===== config.mk =====
export PLATFORM = sky130hd
export DESIGN_NAME = fetch_stage
export DESIGN_NICKNAME = d
export VERILOG_FILES = /design/src/rtl/fetch_stage_pkg.sv /design/src/rtl/fetch_stage_if_id_reg.sv /design/src/rtl/fetch_stage.sv
export SDC_FILE = /design/constraint.sdc
export NUM_CORES = 1
export LEC_CHECK = 0
export ABC_CLOCK_PERIOD_IN_PS = 5900
export BUFFER_PORTS_ARGS = -buffer_cell sky130_fd_sc_hd__buf_4
export CAP_MARGIN = 5
export CORE_ASPECT_RATIO = 1.1
export CORE_UTILIZATION = 55
export DETAILED_ROUTE_END_ITERATION = 8
export PLACE_DENSITY = 0.86
export SKIP_LAST_GASP = 1
export SYNTH_ARGS = -nofsm -noshare
export SYNTH_HDL_FRONTEND = slang
export SYNTH_SLANG_ARGS = --single-unit
export TNS_END_PERCENT = 1

===== constraint.sdc =====
create_clock -name clk -period 5.9 [get_ports clk]
set_input_delay 0.59 -clock clk [delete_from_list [all_inputs] [get_ports clk]]
set_output_delay 0.59 -clock clk [all_outputs]
set_load 0.05 [all_outputs]

===== src/rtl/fetch_stage_pkg.sv =====
// Shared constants for the instruction-fetch stage:
// opcodes, the NOP word and the fetch FSM encoding.
package fetch_stage_pkg;

    localparam logic [5:0] OP_JMP = 6'b000010;
    localparam logic [5:0] OP_BEQ = 6'b000100;

    localparam logic [31:0] NOP_INSTR = 32'h0000_0000;

    localparam logic [1:0] FS_FETCH   = 2'd0;
    localparam logic [1:0] FS_HOLD    = 2'd1;
    localparam logic [1:0] FS_DISCARD = 2'd2;

    // J-type target: upper nibble of the delay-free PC+4 plus the word index
    function automatic logic [31:0] jump_target(
        input logic [31:0] pc4,
        input logic [31:0] instr
    );
        return {pc4[31:28], instr[25:0], 2'b00};
    endfunction

endpackage


===== src/rtl/fetch_stage_if_id_reg.sv =====
// IF/ID pipeline register: instruction, PC+4 and a valid bit,
// with write-enable and a flush that turns the load into a bubble.
module if_id_reg #(
    parameter logic [31:0] NOP_INSTR = 32'h0000_0000
) (
    input  logic        clk,
    input  logic        rst,
    input  logic        we,
    input  logic        flush,
    input  logic [31:0] next_instr,
    input  logic [31:0] next_pc4,
    input  logic        next_valid,
    output logic [31:0] instr,
    output logic [31:0] pc4,
    output logic        valid
);

    always_ff @(posedge clk or negedge rst) begin
        if (!rst) begin
            instr <= NOP_INSTR;
            pc4   <= 32'h0;
            valid <= 1'b0;
        end else if (we) begin
            instr <= flush ? NOP_INSTR : next_instr;
            pc4   <= next_pc4;
            valid <= flush ? 1'b0 : next_valid;
        end
    end

endmodule


===== src/rtl/fetch_stage.sv =====
// Instruction fetch: PC, one-word stall buffer, imem handshake FSM
// and the IF/ID register, steered by decode's stall and redirect.
module fetch_stage #(
    parameter logic [31:0] RESET_PC  = 32'h0000_0000,
    parameter logic [31:0] NOP_INSTR = 32'h0000_0000
) (
    input  logic        clk,
    input  logic        rst,
    input  logic        cu_wpcir,
    input  logic        cu_branch,
    input  logic        cu_jump,
    input  logic [31:0] br_target,
    output logic        imem_req,
    output logic [31:0] imem_addr,
    input  logic        imem_ack,
    input  logic [31:0] imem_rdata,
    output logic [31:0] pc,
    output logic [31:0] if_instr,
    output logic [31:0] id_instr,
    output logic [31:0] id_pc4,
    output logic        id_valid
);

    import fetch_stage_pkg::*;

    logic [1:0]  state;
    logic        buf_full;
    logic [31:0] buf_instr;

    logic        st_fetch;
    logic        st_hold;
    logic        st_discard;
    logic        fetch_done;
    logic        drop_done;
    logic        redirect;
    logic [31:0] target;
    logic [31:0] pc_plus4;
    logic [31:0] if_pc4;
    logic        if_valid;
    logic        unused_lsb;

    assign st_fetch   = (state == FS_FETCH);
    assign st_hold    = (state == FS_HOLD);
    assign st_discard = (state == FS_DISCARD);

    assign imem_req  = rst && !buf_full && (st_fetch || st_discard);
    assign imem_addr = pc;
    assign pc_plus4  = pc + 32'd4;

    assign fetch_done = imem_req && imem_ack && st_fetch;
    assign drop_done  = imem_req && imem_ack && st_discard;
    assign redirect   = cu_branch && !cu_wpcir;

    assign target = cu_jump ? jump_target(id_pc4, id_instr)
                            : {br_target[31:2], 2'b00};
    assign unused_lsb = ^br_target[1:0];

    // A buffered word came from pc-4, so its PC+4 is the current pc
    assign if_instr = buf_full   ? buf_instr :
                      fetch_done ? imem_rdata : NOP_INSTR;
    assign if_valid = buf_full || fetch_done;
    assign if_pc4   = buf_full ? pc : pc_plus4;

    always_ff @(posedge clk or negedge rst) begin
        if (!rst) begin
            state     <= FS_FETCH;
            pc        <= RESET_PC;
            buf_full  <= 1'b0;
            buf_instr <= NOP_INSTR;
        end else if (redirect) begin
            pc       <= target;
            buf_full <= 1'b0;
            if (imem_req && !imem_ack)
                state <= FS_DISCARD;
            else
                state <= FS_FETCH;
        end else begin
            unique case (1'b1)
                st_fetch: begin
                    if (fetch_done) begin
                        pc <= pc_plus4;
                        if (cu_wpcir) begin
                            buf_instr <= imem_rdata;
                            buf_full  <= 1'b1;
                            state     <= FS_HOLD;
                        end
                    end
                end
                st_hold: begin
                    if (!cu_wpcir) begin
                        buf_full <= 1'b0;
                        state    <= FS_FETCH;
                    end
                end
                st_discard: begin
                    if (drop_done)
                        state <= FS_FETCH;
                end
                default: begin
                    state    <= FS_FETCH;
                    buf_full <= 1'b0;
                end
            endcase
        end
    end

    if_id_reg #(
        .NOP_INSTR (NOP_INSTR)
    ) u_if_id (
        .clk        (clk),
        .rst        (rst),
        .we         (!cu_wpcir),
        .flush      (redirect),
        .next_instr (if_instr),
        .next_pc4   (if_pc4),
        .next_valid (if_valid),
        .instr      (id_instr),
        .pc4        (id_pc4),
        .valid      (id_valid)
    );

endmodule


# Yosys cells after proc, flatten, opt, wreduce, memory -nomap -nowiden
# Cells that the tools add are included.
word_totals:
  register_bits: 132
  latchBits: 0
  ramBits: 0
  rom_bits: 0
  out_inout_bits: 162
  wordCells: 56
  memories: 0
op_classes:
  add_sub_neg: 1
  mul: 0
  div: 0
  order_cmp: 0
  eq_ne: 7
  shifts: 0
  n_mux: 21
  bitwise: 1
  reduce_logical: 19
ops:
  columns: ["op", "count"]
  rows:
  - ["$mux W32", 8]
  - ["$add A32 B3 Y32 const B", 1]
  - ["$mux W2", 6]
  - ["$reduce_and A4 Y1", 3]
  - ["$logic_and A1 B1 Y1", 7]
  - ["$ne A3 B1 Y1 const B", 2]
  - ["$ne A3 B2 Y1 const B", 2]
  - ["$pmux W2 S3", 1]
  - ["$mux W1", 5]
  - ["$reduce_bool A2 Y1", 2]
  - ["$logic_not A1 Y1", 3]
  - ["$pmux W1 S3", 1]
  - ["$eq A2 B1 Y1 const B", 1]
  - ["$eq A2 B2 Y1 const B", 1]
  - ["$logic_not A2 Y1", 1]
  - ["$logic_or A1 B1 Y1", 2]
  - ["$ne A2 B1 Y1 const B", 1]
  - ["$reduce_and A2 Y1", 1]
  - ["$not A1 Y1", 1]

# Longest topological paths before layout
# Gate-level depths: netlist of the first run.
logic_depth:
  word_depth: 8
  mapped_depth: 7
  mapped_depth_nobuf: 5

# Hierarchy
# From an unflattened synthesis of the first run, not the netlist that was laid out.
unflattened:
  hier_cells: 704
  area_unflattened_um2: 7369.6
modules_own_cells:
  columns: ["module", "instances", "cells_per_inst", "area_each_um2"]
  rows:
  - ["fetch_stage", 1, 494, 4626.9]
  - ["if_id_reg", 1, 210, 2742.6]

# Worst setup path before layout of the first run
# No wires, ideal clock.
synth_path:
  kind: "input to output"
  start: "input rst"
  end: "output if_instr[10]"
  arrival_time_ns: 2.560
  required_time_ns: 5.310
  path_slack_ns: 2.750
  cell_stages: 5
  path_cell_list: "nor3b_2 -> and2_1 -> buf_2 -> buf_1 -> a22o_1"
synth_between:
  elab_chain_len: 6
synth_rtl:
  columns: ["element", "line", "source"]
  rows:
  - ["start: declaration", "fetch_stage.sv:8", "input logic rst,"]
  - ["$logic_and A1 B1 Y1 (2 in series)", "fetch_stage.sv:46", "assign imem_req = rst && !buf_full && (st_fetch || st_discard);"]
  - ["$logic_and A1 B1 Y1 (2 in series)", "fetch_stage.sv:50", "assign fetch_done = imem_req && imem_ack && st_fetch;"]
  - ["$mux W32", "fetch_stage.sv:60", "fetch_done ? imem_rdata : NOP_INSTR;"]
  - ["$mux W32", "fetch_stage.sv:59", "assign if_instr = buf_full ? buf_instr :"]
  - ["end: declaration", "fetch_stage.sv:18", "output logic [31:0] if_instr,"]
# No other way between the ends.

# Worst setup path in the final report of the first run
layout_path:
  start: "register buf_full"
  end: "output if_instr[17]"
layout_between:
  elab_chain_len: 7
layout_rtl:
  columns: ["element", "line", "source"]
  rows:
  - ["start: declaration", "fetch_stage.sv:27", "logic buf_full;"]
  - ["start signal: assignment", "fetch_stage.sv:68", "buf_full <= 1'b0;"]
  - ["start signal: assignment", "fetch_stage.sv:72", "buf_full <= 1'b0;"]
  - ["start signal: assignment", "fetch_stage.sv:84", "buf_full <= 1'b1;"]
  - ["$logic_not A1 Y1", "fetch_stage.sv:46", null]
  - ["$logic_and A1 B1 Y1 (2 in series)", "fetch_stage.sv:46", null]
  - ["$logic_and A1 B1 Y1 (2 in series)", "fetch_stage.sv:50", null]
  - ["$mux W32", "fetch_stage.sv:60", null]
  - ["$mux W32 (*)", "fetch_stage.sv:59", null]
# Every way passes the cells marked *; elsewhere a longest branch is shown, timed or not.

==> reports/qor.csv, run 1 <==
metric,value,unit
outcome,"complete, no violations",
worst hold-check slack,0.0900,ns
min Tclk post-route,3.37,ns
data arrival time of the critical path,2.78,ns
number of enable-type register cells in the synthesized netlist,0,
Num Clock Sinks,128,
Post-DP Area,8550,um^2
"commonest cells after routing, fill and taps aside","sky130_fd_sc_hd__buf_4, sky130_fd_sc_hd__dfrtp_1, sky130_fd_sc_hd__nand2_1",
share of async-settable or async-resettable flops after synthesis,100,%
num rows,43,
crit start category,flop,
standby leakage power,3.99,nW
Diodes inserted,0,
placed wire-length estimate after detailed placement,13600,um
gpl congestion,0.842,
final hold violations,0,
number of cells on the critical path,6,
die height,121,um
count of yosys warnings during synthesis,0,
root buffer cell,sky130_fd_sc_hd__clkbuf_16,
maximum frequency from static timing analysis,297,MHz
hold buffer count at CTS,0,
data required time at the worst endpoint,5.31,ns
post-layout power,0.00388,W
Worst-path clk slew,0.06,ns
maximum level of the CTS H-tree,4,
Pwr per Cell Area,424,nW/um^2
actual transition at the worst max-transition pin,1.01,ns
I/O Pins,232,
critical path cell sequence,buf_4 -> nor3b_2 -> and2_1 -> buf_4 -> a22o_1 -> buf_4,
number of buffers between clock root and the deepest sink,2,
Worst Clk Skew,0.00771,ns
worst r2r path cells,7,
post-place setup slack,2.62,ns
Hold Path Class,input port to asynchronous set/reset pin,
grt ovf,0,
buffer count from post-CTS setup fixing,0,
initial cell density of the core,56.4,%
Routed Wire Length,20300,um
design area,9150,um^2
"critical path fanouts, max",74,
final worst path period share,57.1,%
Mean Syn Cell Area,9.84,um^2
wire length of the first global-routing pass,32000,um
via count of the first global-routing pass,6093,
drt pass-1 iters,6,
unrepaired setup endpoints after global routing,false,
initial drt markers,529,
IO Port Bufs,223,
CTS tree,built,
slowest cell on the critical path,sky130_fd_sc_hd__nor3b_2,
gr usage total,30.1,%
netlist area before placement,7130,um^2
worst slew margin relative to its limit,32.9,%
average wire per standard cell,19.3,um
total number of vias,6520,
Die ar.,13400,um^2
Setup TNS Final,0,ns
flop and latch count out of synthesis,128,
max_cap viols,0,
quantity of gates resized following cts,0,
post-route worst setup slack,2.53,ns
post-synthesis cell type count,44,
start-to-end type of the worst setup path,flop to output port,
number of endpoints failing setup at the final stage,0,
"leading cell type in the layout, fill and taps excluded",sky130_fd_sc_hd__buf_4,
stage delay of the slowest cell on the critical path,0.54,ns
Antenna Violating Nets Remaining,0,
cell count after synthesis,724,
initial antenna violation count,0,
final routed DRC violation total,0,
Crit path buffers/inverters,3,
cell occurring most often along the worst timing path,sky130_fd_sc_hd__buf_4,
total CTS buffers,17,
fraction of layout cells with a size suffix above 1,33.7,%
Nets,952,
placeable core region,12600,um^2
clock latency of the later-clocked register in the worst-skew pair,0.41,ns
most frequently used flop master after synthesis,sky130_fd_sc_hd__dfrtp_1,
Crit. End Element,output port,
P&R area growth vs syn,28.4,%
sequential area share after synthesis,44.9,%
number of vias per cell,6.20,
Slew Limit Fails,0,
IR Drop Worst-Case VDD,0.000263,V
"CP delay by family, top",buffers and inverters,
pin count of the biggest net entering global routing,75,
Horiz. Die Dim,111,um
## through the flow
step / std cells / utilization (%)
2_1_floorplan: 729 / -
3_3_place_gp: 1019 / 67.6
3_5_place_dp: 1019 / 67.6
4_1_cts: 1051 / 72.4
5_1_grt: 1051 / 72.4
6_report: 1051 / 72.4
## cell type report
type / instances / area, um^2
clock buffer: 19 / 443
tap: 157 / 196
sequential: 128 / 3200
inverter: 5 / 18.8
clock inverter: 13 / 163
multi-input combinational: 500 / 3410
timing repair buffer: 229 / 1720
fill: 908 / 3490
## layer usage
| metal | up-vias | global-route usage [%] | part of all wire, % |
|---|---|---|---|
| met2 | 353 | 48.5 | 50 |
| li1 | 2958 | - | - |
| met4 | 0 | 12.0 | 3.0 |
| met5 | - | 0 | 0 |
| met1 | 3151 | 38.7 | 38 |
| met3 | 58 | 8.09 | 9.1 |
## worst register-to-register path, cell delays in order (launching register included)
cell	delay, ns
sky130_fd_sc_hd__dfrtp_2	0.33
sky130_fd_sc_hd__buf_4	0.72
sky130_fd_sc_hd__nor3b_2	0.24
sky130_fd_sc_hd__and2_1	0.23
sky130_fd_sc_hd__buf_4	0.27
sky130_fd_sc_hd__nand2_1	0.15
sky130_fd_sc_hd__buf_4	0.41
sky130_fd_sc_hd__mux2_2	0.42
## registers in the layout, summed over array words and instances, names as in the netlist
name and count:
buf_full 1, buf_instr 32, imem_addr 30, state 2
u_if_id.instr 32, u_if_id.pc4 30, u_if_id.valid 1
## Yosys cell counts, types with 2 or more instances
| cell type | n | share of area (%) |
|---|---|---|
| sky130_fd_sc_hd__a211oi_1 | 30 | 3.2 |
| sky130_fd_sc_hd__a21oi_1 | 12 | 0.84 |
| sky130_fd_sc_hd__a22o_1 | 32 | 3.9 |
| sky130_fd_sc_hd__a31oi_1 | 31 | 2.7 |
| sky130_fd_sc_hd__and2_1 | 3 | 0.26 |
| sky130_fd_sc_hd__and3_1 | 3 | 0.26 |
| sky130_fd_sc_hd__and4_1 | 5 | 0.61 |
| sky130_fd_sc_hd__buf_1 | 9 | 0.47 |
| sky130_fd_sc_hd__buf_2 | 8 | 0.56 |
| sky130_fd_sc_hd__buf_4 | 37 | 3.9 |
| sky130_fd_sc_hd__clkbuf_1 | 40 | 2.1 |
| sky130_fd_sc_hd__dfrtp_1 | 128 | 45 |
| sky130_fd_sc_hd__inv_1 | 5 | 0.26 |
| sky130_fd_sc_hd__mux2_2 | 32 | 5.1 |
| sky130_fd_sc_hd__mux2i_1 | 34 | 4.8 |
| sky130_fd_sc_hd__nand2_1 | 68 | 3.6 |
| sky130_fd_sc_hd__nand3_1 | 14 | 0.98 |
| sky130_fd_sc_hd__nand4_1 | 10 | 0.88 |
| sky130_fd_sc_hd__nand4b_1 | 2 | 0.25 |
| sky130_fd_sc_hd__nand4bb_1 | 3 | 0.47 |
| sky130_fd_sc_hd__nor2_1 | 16 | 0.84 |
| sky130_fd_sc_hd__nor2b_1 | 32 | 2.8 |
| sky130_fd_sc_hd__nor3_1 | 3 | 0.21 |
| sky130_fd_sc_hd__nor4_1 | 8 | 0.70 |
| sky130_fd_sc_hd__o211ai_1 | 4 | 0.42 |
| sky130_fd_sc_hd__o21ai_0 | 64 | 4.5 |
| sky130_fd_sc_hd__o31ai_1 | 13 | 1.4 |
| sky130_fd_sc_hd__o41ai_1 | 3 | 0.37 |
| sky130_fd_sc_hd__or2_2 | 2 | 0.18 |
| sky130_fd_sc_hd__or3_1 | 19 | 1.7 |
| sky130_fd_sc_hd__or4_1 | 20 | 2.1 |
| sky130_fd_sc_hd__xnor2_1 | 15 | 1.8 |
| sky130_fd_sc_hd__xor2_1 | 8 | 0.98 |
## worst paths after layout
check	startpoint	to	slack (ns)
setup / recovery	buf_full	if_instr[17]	2.53
hold / removal	rst	imem_addr[14]	0.09
setup reg to reg	buf_full	buf_instr[26]	3.02
hold reg to reg	u_if_id.pc4[22]	u_if_id.pc4[22]	0.48
max in group asynchronous	rst	imem_addr[20]	4.09
min in group clk	imem_rdata[20]	buf_instr[20]	0.42
## where the power goes
group	switching [W]	internal (W)	total (W)
logic	0.00100	0.000506	0.00151
clock network	0.000398	0.000676	0.00107
registers	0.000219	0.00108	0.00130
## cells by family after synthesis
family | after synthesis | synth area share, %
adder cells (fa/ha/maj) | 1 | 0.176
multiplexers | 66 | 9.83
buffers and inverters | 101 | 7.53
AO/OA/AOI/OAI | 191 | 17.6
flip-flops | 128 | 44.9
other | 1 | 0.0526
XOR/XNOR | 23 | 2.83
AND/OR/NAND/NOR | 213 | 17.1
No activity file was read; power rests on OpenSTA's default activity.
==> run 2: changes to the inputs <==
--- a/config.mk
+++ b/config.mk
@@ -5,13 +5,14 @@
 export SDC_FILE = /design/constraint.sdc
 export NUM_CORES = 1
 export LEC_CHECK = 0
-export ABC_CLOCK_PERIOD_IN_PS = 5900
+export ABC_AREA = 1
+export ABC_CLOCK_PERIOD_IN_PS = 3300
 export BUFFER_PORTS_ARGS = -buffer_cell sky130_fd_sc_hd__buf_4
 export CAP_MARGIN = 5
 export CORE_ASPECT_RATIO = 1.1
-export CORE_UTILIZATION = 55
+export CORE_UTILIZATION = 52
 export DETAILED_ROUTE_END_ITERATION = 8
-export PLACE_DENSITY = 0.86
+export PLACE_DENSITY = 0.81
 export SKIP_LAST_GASP = 1
 export SYNTH_ARGS = -nofsm -noshare
 export SYNTH_HDL_FRONTEND = slang
==> constraint.sdc (replaced) <==
create_clock -name clk -period 3.3 [get_ports clk]
set_input_delay 0.33 -clock clk [delete_from_list [all_inputs] [get_ports clk]]
set_output_delay 0.33 -clock clk [all_outputs]
set_load 0.05 [all_outputs]
==> run 2 against run 1 <==
Register-to-register slack worse by 2.6 ns. Setup slack got worse by 2.1 ns. Final area rose by 3.3%. Worst hold slack improved by 0.024 ns. Clock skew is 0.0016 ns higher. First-iteration DRC count decreased by 11%. Sequential power up 100%. Largest power group unchanged.
==> reports/qor.csv, run 2 <==
metric,value,unit,change
placeable core region,13900,um^2,+9.5%
Slew Limit Fails,0,,unchanged
Fill cells,1174,,+29%
IO Port Bufs,223,,unchanged
I/O Pins,232,,unchanged
initial antenna violation count,0,,unchanged
"commonest cells after routing, fill and taps aside","sky130_fd_sc_hd__nand2_1, sky130_fd_sc_hd__buf_4, sky130_fd_sc_hd__dfrtp_1",,
die height,127,um,+4.7%
initial cell density of the core,53.4,%,-3.0 points
cell types with the largest area share after synthesis,"sky130_fd_sc_hd__dfrtp_1, sky130_fd_sc_hd__nand2_1, sky130_fd_sc_hd__o21ai_2, sky130_fd_sc_hd__nand3_1, sky130_fd_sc_hd__a21oi_1",,
buffer count from post-CTS setup fixing,0,,unchanged
total CTS buffers,17,,unchanged
slowest cell on the critical path,sky130_fd_sc_hd__dfrtp_2,,
initial drt markers,470,,-11%
maximum level of the CTS H-tree,4,,unchanged
stage delay of the slowest cell on the critical path,0.86,ns,+0.32 ns
"CP delay by family, top",flip-flops,,
start-to-end type of the worst setup path,flop to output port,,
worst hold-check slack,0.114,ns,+0.0241 ns
number of endpoints failing setup at the final stage,0,,unchanged
critical path cell sequence,nor2_4 -> nand2_2 -> nor2_4 -> inv_2 -> buf_4 -> o21ai_0 -> buf_4,,
Worst Clk Skew,0.00935,ns,+0.00164 ns
XOR/XNOR Fraction of Synth Area,1.78,%,-1.1 points
maximum frequency from static timing analysis,347,MHz,
mux cell area share after synthesis,0.676,%,-9.2 points
Diodes inserted,0,,unchanged
combinational family with the most area after synthesis,simple AND/OR/NAND/NOR gates,,
"critical path fanouts, max",42,,-43%
leading cell types by count after synthesis,"sky130_fd_sc_hd__nand2_1, sky130_fd_sc_hd__dfrtp_1, sky130_fd_sc_hd__nand3_1",,
worst slew margin relative to its limit,35.7,%,+2.8 points
number of enable-type register cells in the synthesized netlist,0,,unchanged
IR Drop Worst-Case VDD,0.000429,V,+63%
Pwr per Cell Area,930,nW/um^2,+120%
crit start category,flop,,
final hold violations,0,,unchanged
grt ovf,0,,unchanged
final routed DRC violation total,0,,unchanged
num rows,45,,+4.7%
Nets,1233,,+30%
top cell type by total area after synthesis,sky130_fd_sc_hd__dfrtp_1,,
Die ar.,14700,um^2,+9.6%
Setup TNS Final,0,ns,unchanged
sequential area share after synthesis,43.3,%,-1.6 points
hold buffer count at CTS,0,,unchanged
Hold Path Class,input port to flop,,
gpl congestion,0.943,,+12%
number of buffers between clock root and the deepest sink,2,,unchanged
Crit. End Element,output port,,
cell with the most instances after synthesis,sky130_fd_sc_hd__nand2_1,,
max_cap viols,0,,unchanged
via count of the first global-routing pass,6786,,+11%
total number of vias,7205,,+11%
post-synthesis cell type count,33,,-25%
Antenna Violating Nets Remaining,0,,unchanged
outcome,"complete, no violations",,
clock latency of the later-clocked register in the worst-skew pair,0.43,ns,+0.02 ns
netlist area before placement,7400,um^2,+3.8%
Mean Syn Cell Area,7.44,um^2,-24%
P&R area growth vs syn,27.8,%,
flop and latch count out of synthesis,128,,unchanged
min Tclk post-route,2.88,ns,
gr usage total,30.9,%,+0.79 points
"post-synthesis share of cell area spent on full adders, half adders and majority gates",0.169,%,-0.0064 points
final worst path period share,87.3,%,
Routed Wire Length,21800,um,+7.4%
drt pass-1 iters,5,,-1
average wire per standard cell,16.0,um,-17%
fraction of post-synthesis cell area in the top cell type by area,43.3,%,-1.6 points
data required time at the worst endpoint,2.97,ns,-2.34 ns
count of yosys warnings during synthesis,0,,unchanged
complex-gate fraction of the synthesized area,15.3,%,-2.3 points
most frequently used flop master after synthesis,sky130_fd_sc_hd__dfrtp_1,,
number of vias per cell,5.29,,-15%
Num Clock Sinks,128,,unchanged
actual transition at the worst max-transition pin,0.965,ns,-0.0414 ns
root buffer cell,sky130_fd_sc_hd__clkbuf_16,,
data arrival time of the critical path,2.55,ns,-0.23 ns
standby leakage power,5.02,nW,+26%
CTS tree,built,,
unrepaired setup endpoints after global routing,false,,
fraction of layout cells with a size suffix above 1,28.5,%,-5.2 points
quantity of gates resized following cts,0,,unchanged
Worst-path clk slew,0.05,ns,about the same
share of async-settable or async-resettable flops after synthesis,100,%,unchanged
"leading cell type in the layout, fill and taps excluded",sky130_fd_sc_hd__nand2_1,,
top flop regs,"buf_instr: 32 flops, u_if_id.instr: 32 flops",,
Horiz. Die Dim,116,um,+4.7%
area share of and/or/nand/nor cells after synthesis,27.4,%,+10 points
pin count of the biggest net entering global routing,80,,+6.7%
cell count after synthesis,994,,+37%
placed wire-length estimate after detailed placement,14800,um,+8.9%
wire length of the first global-routing pass,34900,um,+9.2%
Crit path buffers/inverters,3,,unchanged
==> run 2: cell count changes after synthesis, sizes merged, moves of 29 or more <==
cell,delta
o21ai,+42
nor2b,-32
mux2,-32
a211oi,-30
a21oi,+52
mux2i,-29
inv,+70
a31oi,-29
nor2,+47
nand2,+279
nand3,+61
a22o,-32
==> run 2: area by class of cell <==
cell class                      instances  area, um^2  share of cell area (%)
Multi-Input combinational cell        704        3380                    35.8
Sequential cell                       128        3200                    33.9
Timing Repair Buffer                  235        1760                    18.7
Clock buffer                           21         470                    4.98
Inverter                               76         285                    3.02
Tap cell                              188         235                    2.49
Clock inverter                         11         113                    1.19
==> run 2: kinds of logic after synthesis <==
family                     Yosys count
buffers and inverters              167
AOI/OAI and AO/OA                  186
muxes                                5
other                                1
xor gates and xnor gates            15
and+or+nand+nor                    491
adders and majority gates            1
DFF                                128
==> run 2: stage by stage <==
stage,total power [W],area [um^2],instances,setup slack (ns),utilization [%]
3_5_place_dp,0.00694,8870,1331,0.493,64.0
6_report,0.00880,9450,1363,0.419,68.3
2_1_floorplan,0.00579,7420,999,0.718,-
3_3_place_gp,0.00686,8870,1331,0.564,64.0
5_1_grt,0.00922,9450,1363,0.253,68.3
4_1_cts,0.00880,9450,1363,0.452,68.3
==> run 2: path summary, 6_finish.rpt <==
| check | from | to | slack [ns] | cells after the start |
|---|---|---|---|---|
| min in group asynchronous | rst | u_if_id.instr[2] | 0.17 | 2 |
| hold reg to reg | u_if_id.pc4[23] | u_if_id.pc4[23] | 0.48 | 2 |
| setup reg to reg | buf_full | imem_addr[5] | 0.43 | 8 |
| max in group asynchronous | rst | imem_addr[27] | 1.87 | 3 |
| hold / removal | imem_ack | state[1] | 0.11 | 2 |
| setup / recovery | buf_full | if_instr[7] | 0.42 | 7 |
==> run 2: metal layers <==
| metal | GRT usage, % | up-vias | share of wire, % |
|---|---|---|---|
| met3 | 6.88 | 47 | 7.0 |
| met5 | 0 | - | 0 |
| met2 | 49.6 | 289 | 48 |
| li1 | - | 3486 | - |
| met4 | 12.3 | 0 | 2.6 |
| met1 | 40.6 | 3383 | 42 |
==> run 2: where the power goes <==
group | total (W) | switching, W | internal, W | leakage, nW
logic | 0.00433 | 0.00310 | 0.00123 | 3.11
clock network | 0.00186 | 0.000700 | 0.00116 | 0.284
registers | 0.00261 | 0.000539 | 0.00207 | 1.62
==> run 3: changes to the inputs <==
--- a/config.mk
+++ b/config.mk
@@ -16,5 +16,6 @@
 export SKIP_LAST_GASP = 1
 export SYNTH_ARGS = -nofsm -noshare
 export SYNTH_HDL_FRONTEND = slang
+export SYNTH_HIERARCHICAL = 1
 export SYNTH_SLANG_ARGS = --single-unit
 export TNS_END_PERCENT = 1
==> run 3 against run 2 <==
Clock skew shrank 0.0028 ns. Non-clock buffer count is 3 lower. Sequential power grew 2%. Largest cell class unchanged.
==> reports/qor.csv, run 3 <==
metric,value,unit,change
number of vias per cell,5.20,,-1.7%
Mean Syn Cell Area,7.14,um^2,-4.1%
"leading cell type in the layout, fill and taps excluded",sky130_fd_sc_hd__nand2_1,,
gpl congestion,0.876,,-7.1%
post-layout power,0.00914,W,+3.9%
Setup TNS Final,0,ns,unchanged
actual transition at the worst max-transition pin,1.18,ns,+0.211 ns
Horiz. Die Dim,116,um,+0.62%
placeable core region,13900,um^2,+0.41%
Crit path buffers/inverters,2,,-1
"commonest cells after routing, fill and taps aside","sky130_fd_sc_hd__nand2_1, sky130_fd_sc_hd__buf_4, sky130_fd_sc_hd__dfrtp_1",,
gr usage total,29.5,%,-1.4 points
IO Port Bufs,225,,+0.90%
crit start category,flop,,
placed wire-length estimate after detailed placement,14400,um,-2.6%
wire length of the first global-routing pass,33800,um,-3.1%
total CTS buffers,17,,unchanged
via count of the first global-routing pass,6726,,-0.88%
"critical path fanouts, max",50,,+19%
data required time at the worst endpoint,2.97,ns,about the same
utilization after layout,68.3,%,about the same
share of async-settable or async-resettable flops after synthesis,100,%,unchanged
stage delay of the slowest cell on the critical path,0.43,ns,-0.43 ns
sequential area share after synthesis,43.4,%,+0.13 points
initial drt markers,408,,-13%
area of the multi-input gates,3420,um^2,+1.1%
total number of vias,7378,,+2.4%
maximum level of the CTS H-tree,4,,unchanged
Slew Limit Fails,0,,unchanged
worst slew margin relative to its limit,21.5,%,-14 points
I/O Pins,232,,unchanged
Hold Path Class,input port to flop,,
"CP delay by family, top",buffers and inverters,,
final hold violations,0,,unchanged
most frequently used flop master after synthesis,sky130_fd_sc_hd__dfrtp_1,,
Nets,1290,,+4.6%
num rows,45,,unchanged
maximum frequency from static timing analysis,354,MHz,+2.1%
fraction of layout cells with a size suffix above 1,24.4,%,-4.2 points
critical path cell sequence,inv_4 -> nand3_4 -> nor2_4 -> nand2_4 -> o21ai_0 -> buf_4,,
IR Drop Worst-Case VDD,0.000539,V,+26%
P&R area growth vs syn,26.7,%,
die height,128,um,+0.62%
CTS tree,built,,
post-place setup slack,0.925,ns,+0.432 ns
Die ar.,14900,um^2,+1.2%
initial cell density of the core,53.9,%,+0.46 points
Routed Wire Length,21200,um,-2.6%
final routed DRC violation total,0,,unchanged
netlist area before placement,7490,um^2,+1.3%
number of buffers between clock root and the deepest sink,2,,unchanged
Antenna Violating Nets Remaining,0,,unchanged
fraction of post-synthesis cell area in the top cell type by area,43.4,%,+0.13 points
reg-to-reg setup timing slack,1.04,ns,+0.61 ns
root buffer cell,sky130_fd_sc_hd__clkbuf_16,,
flop and latch count out of synthesis,130,,+1.6%
leading cell types by count after synthesis,"sky130_fd_sc_hd__nand2_1, sky130_fd_sc_hd__dfrtp_1, sky130_fd_sc_hd__nand3_1",,
Crit. End Element,output port,,
grt ovf,0,,unchanged
start-to-end type of the worst setup path,flop to output port,,
Pwr per Cell Area,963,nW/um^2,+3.5%
Worst-path clk slew,0.05,ns,about the same
number of enable-type register cells in the synthesized netlist,0,,unchanged
count of yosys warnings during synthesis,6,,+6
quantity of gates resized following cts,0,,unchanged
Worst Clk Skew,0.00658,ns,-0.00277 ns
max_cap viols,0,,unchanged
clock latency of the later-clocked register in the worst-skew pair,0.42,ns,about the same
average wire per standard cell,14.9,um,-6.5%
data arrival time of the critical path,2.49,ns,-0.06 ns
post-route worst setup slack,0.478,ns,+0.0582 ns
outcome,"complete, no violations",,
unrepaired setup endpoints after global routing,false,,
standby leakage power,5.10,nW,+1.6%
initial antenna violation count,0,,unchanged
number of endpoints failing setup at the final stage,0,,unchanged
pin count of the biggest net entering global routing,67,,-16%
cell types with the largest area share after synthesis,"sky130_fd_sc_hd__dfrtp_1, sky130_fd_sc_hd__nand2_1, sky130_fd_sc_hd__nand3_1, sky130_fd_sc_hd__buf_4, sky130_fd_sc_hd__o21ai_0",,
post-synthesis cell type count,34,,+3.0%
slowest cell on the critical path,sky130_fd_sc_hd__o21ai_0,,
Diodes inserted,0,,unchanged
buffer count from post-CTS setup fixing,0,,unchanged
worst hold-check slack,0.172,ns,+0.0576 ns
final worst path period share,85.5,%,-1.8 points
cell with the most instances after synthesis,sky130_fd_sc_hd__nand2_1,,
top flop regs,"buf_instr: 32 flops, u_if_id/instr: 32 flops, u_if_id/pc4: 32 flops",,
top cell type by total area after synthesis,sky130_fd_sc_hd__dfrtp_1,,
drt pass-1 iters,7,,+2
cell count after synthesis,1050,,+5.6%
min Tclk post-route,2.82,ns,-0.0582 ns
area of all sequential standard cells,3250,um^2,+1.5%
Num Clock Sinks,130,,+1.6%
Fill cells,1197,,+2.0%
hold buffer count at CTS,1,,+1
==> run 3: kinds of logic after synthesis <==
logic type | Yosys count | share of synthesized area (%)
buffers and inverters | 163 | 11.3
XOR/XNOR | 8 | 0.935
AO/OA/AOI/OAI | 150 | 11.2
other | 1 | 0.0501
adder cells (fa/ha/maj) | 1 | 0.167
AND/OR/NAND/NOR | 592 | 32.3
multiplexers | 5 | 0.668
flip-flops | 130 | 43.4
==> run 3: metal layers <==
layer	vias to the layer above	track usage, %	wire length, um
met2	309	46.9	10200
met5	-	0	0
li1	3621	-	-
met3	37	6.90	1500
met4	0	11.3	507
met1	3411	39.0	9060
==> run 3: final cells by class <==
type / instances / share of cell area (%)
clock inverters: 12 / 0.949
flip-flops and latches: 130 / 34.3
well taps: 188 / 2.48
clock buffers: 20 / 4.81
repair buffers: 232 / 18.4
inverters: 76 / 3.06
multi-input cells: 762 / 36.0
==> run 3: through the flow <==
stage                     instances  instance area, um^2
after floorplan                1055                 7510
after global placement         1387                 8930
after detailed placement       1387                 8930
after CTS                      1420                 9490
after global routing           1420                 9490
final                          1420                 9490
==> run 3: report_power, final <==
group	total [W]	switching, W	internal [W]	leakage [nW]
Sequential	0.00267	0.000538	0.00213	1.67
Clock	0.00174	0.000684	0.00106	0.275
Combinational	0.00473	0.00340	0.00133	3.16
==> run 3: worst paths after layout <==
check,start,to,cells past startpoint
hold / removal,imem_rdata[6],buf_instr[6],3
min in group asynchronous,rst,buf_instr[7],2
hold reg to reg,u_if_id/pc4[24],u_if_id/pc4[24],2
setup reg to reg,buf_full,imem_addr[24],9
setup / recovery,buf_full,if_instr[22],6
max in group asynchronous,rst,u_if_id/pc4[26],3
==> run 3: worst register-to-register path, cell delays in order (launching register included) <==
cell and delay, ns:
sky130_fd_sc_hd__dfrtp_1 0.40, sky130_fd_sc_hd__inv_4 0.39, sky130_fd_sc_hd__nand3_4 0.14, sky130_fd_sc_hd__nor2_4 0.17, sky130_fd_sc_hd__nand2_4 0.26, sky130_fd_sc_hd__nand2_8 0.25, sky130_fd_sc_hd__inv_4 0.21, sky130_fd_sc_hd__a21oi_2 0.25
sky130_fd_sc_hd__nand2_1 0.08, sky130_fd_sc_hd__nand2_1 0.05
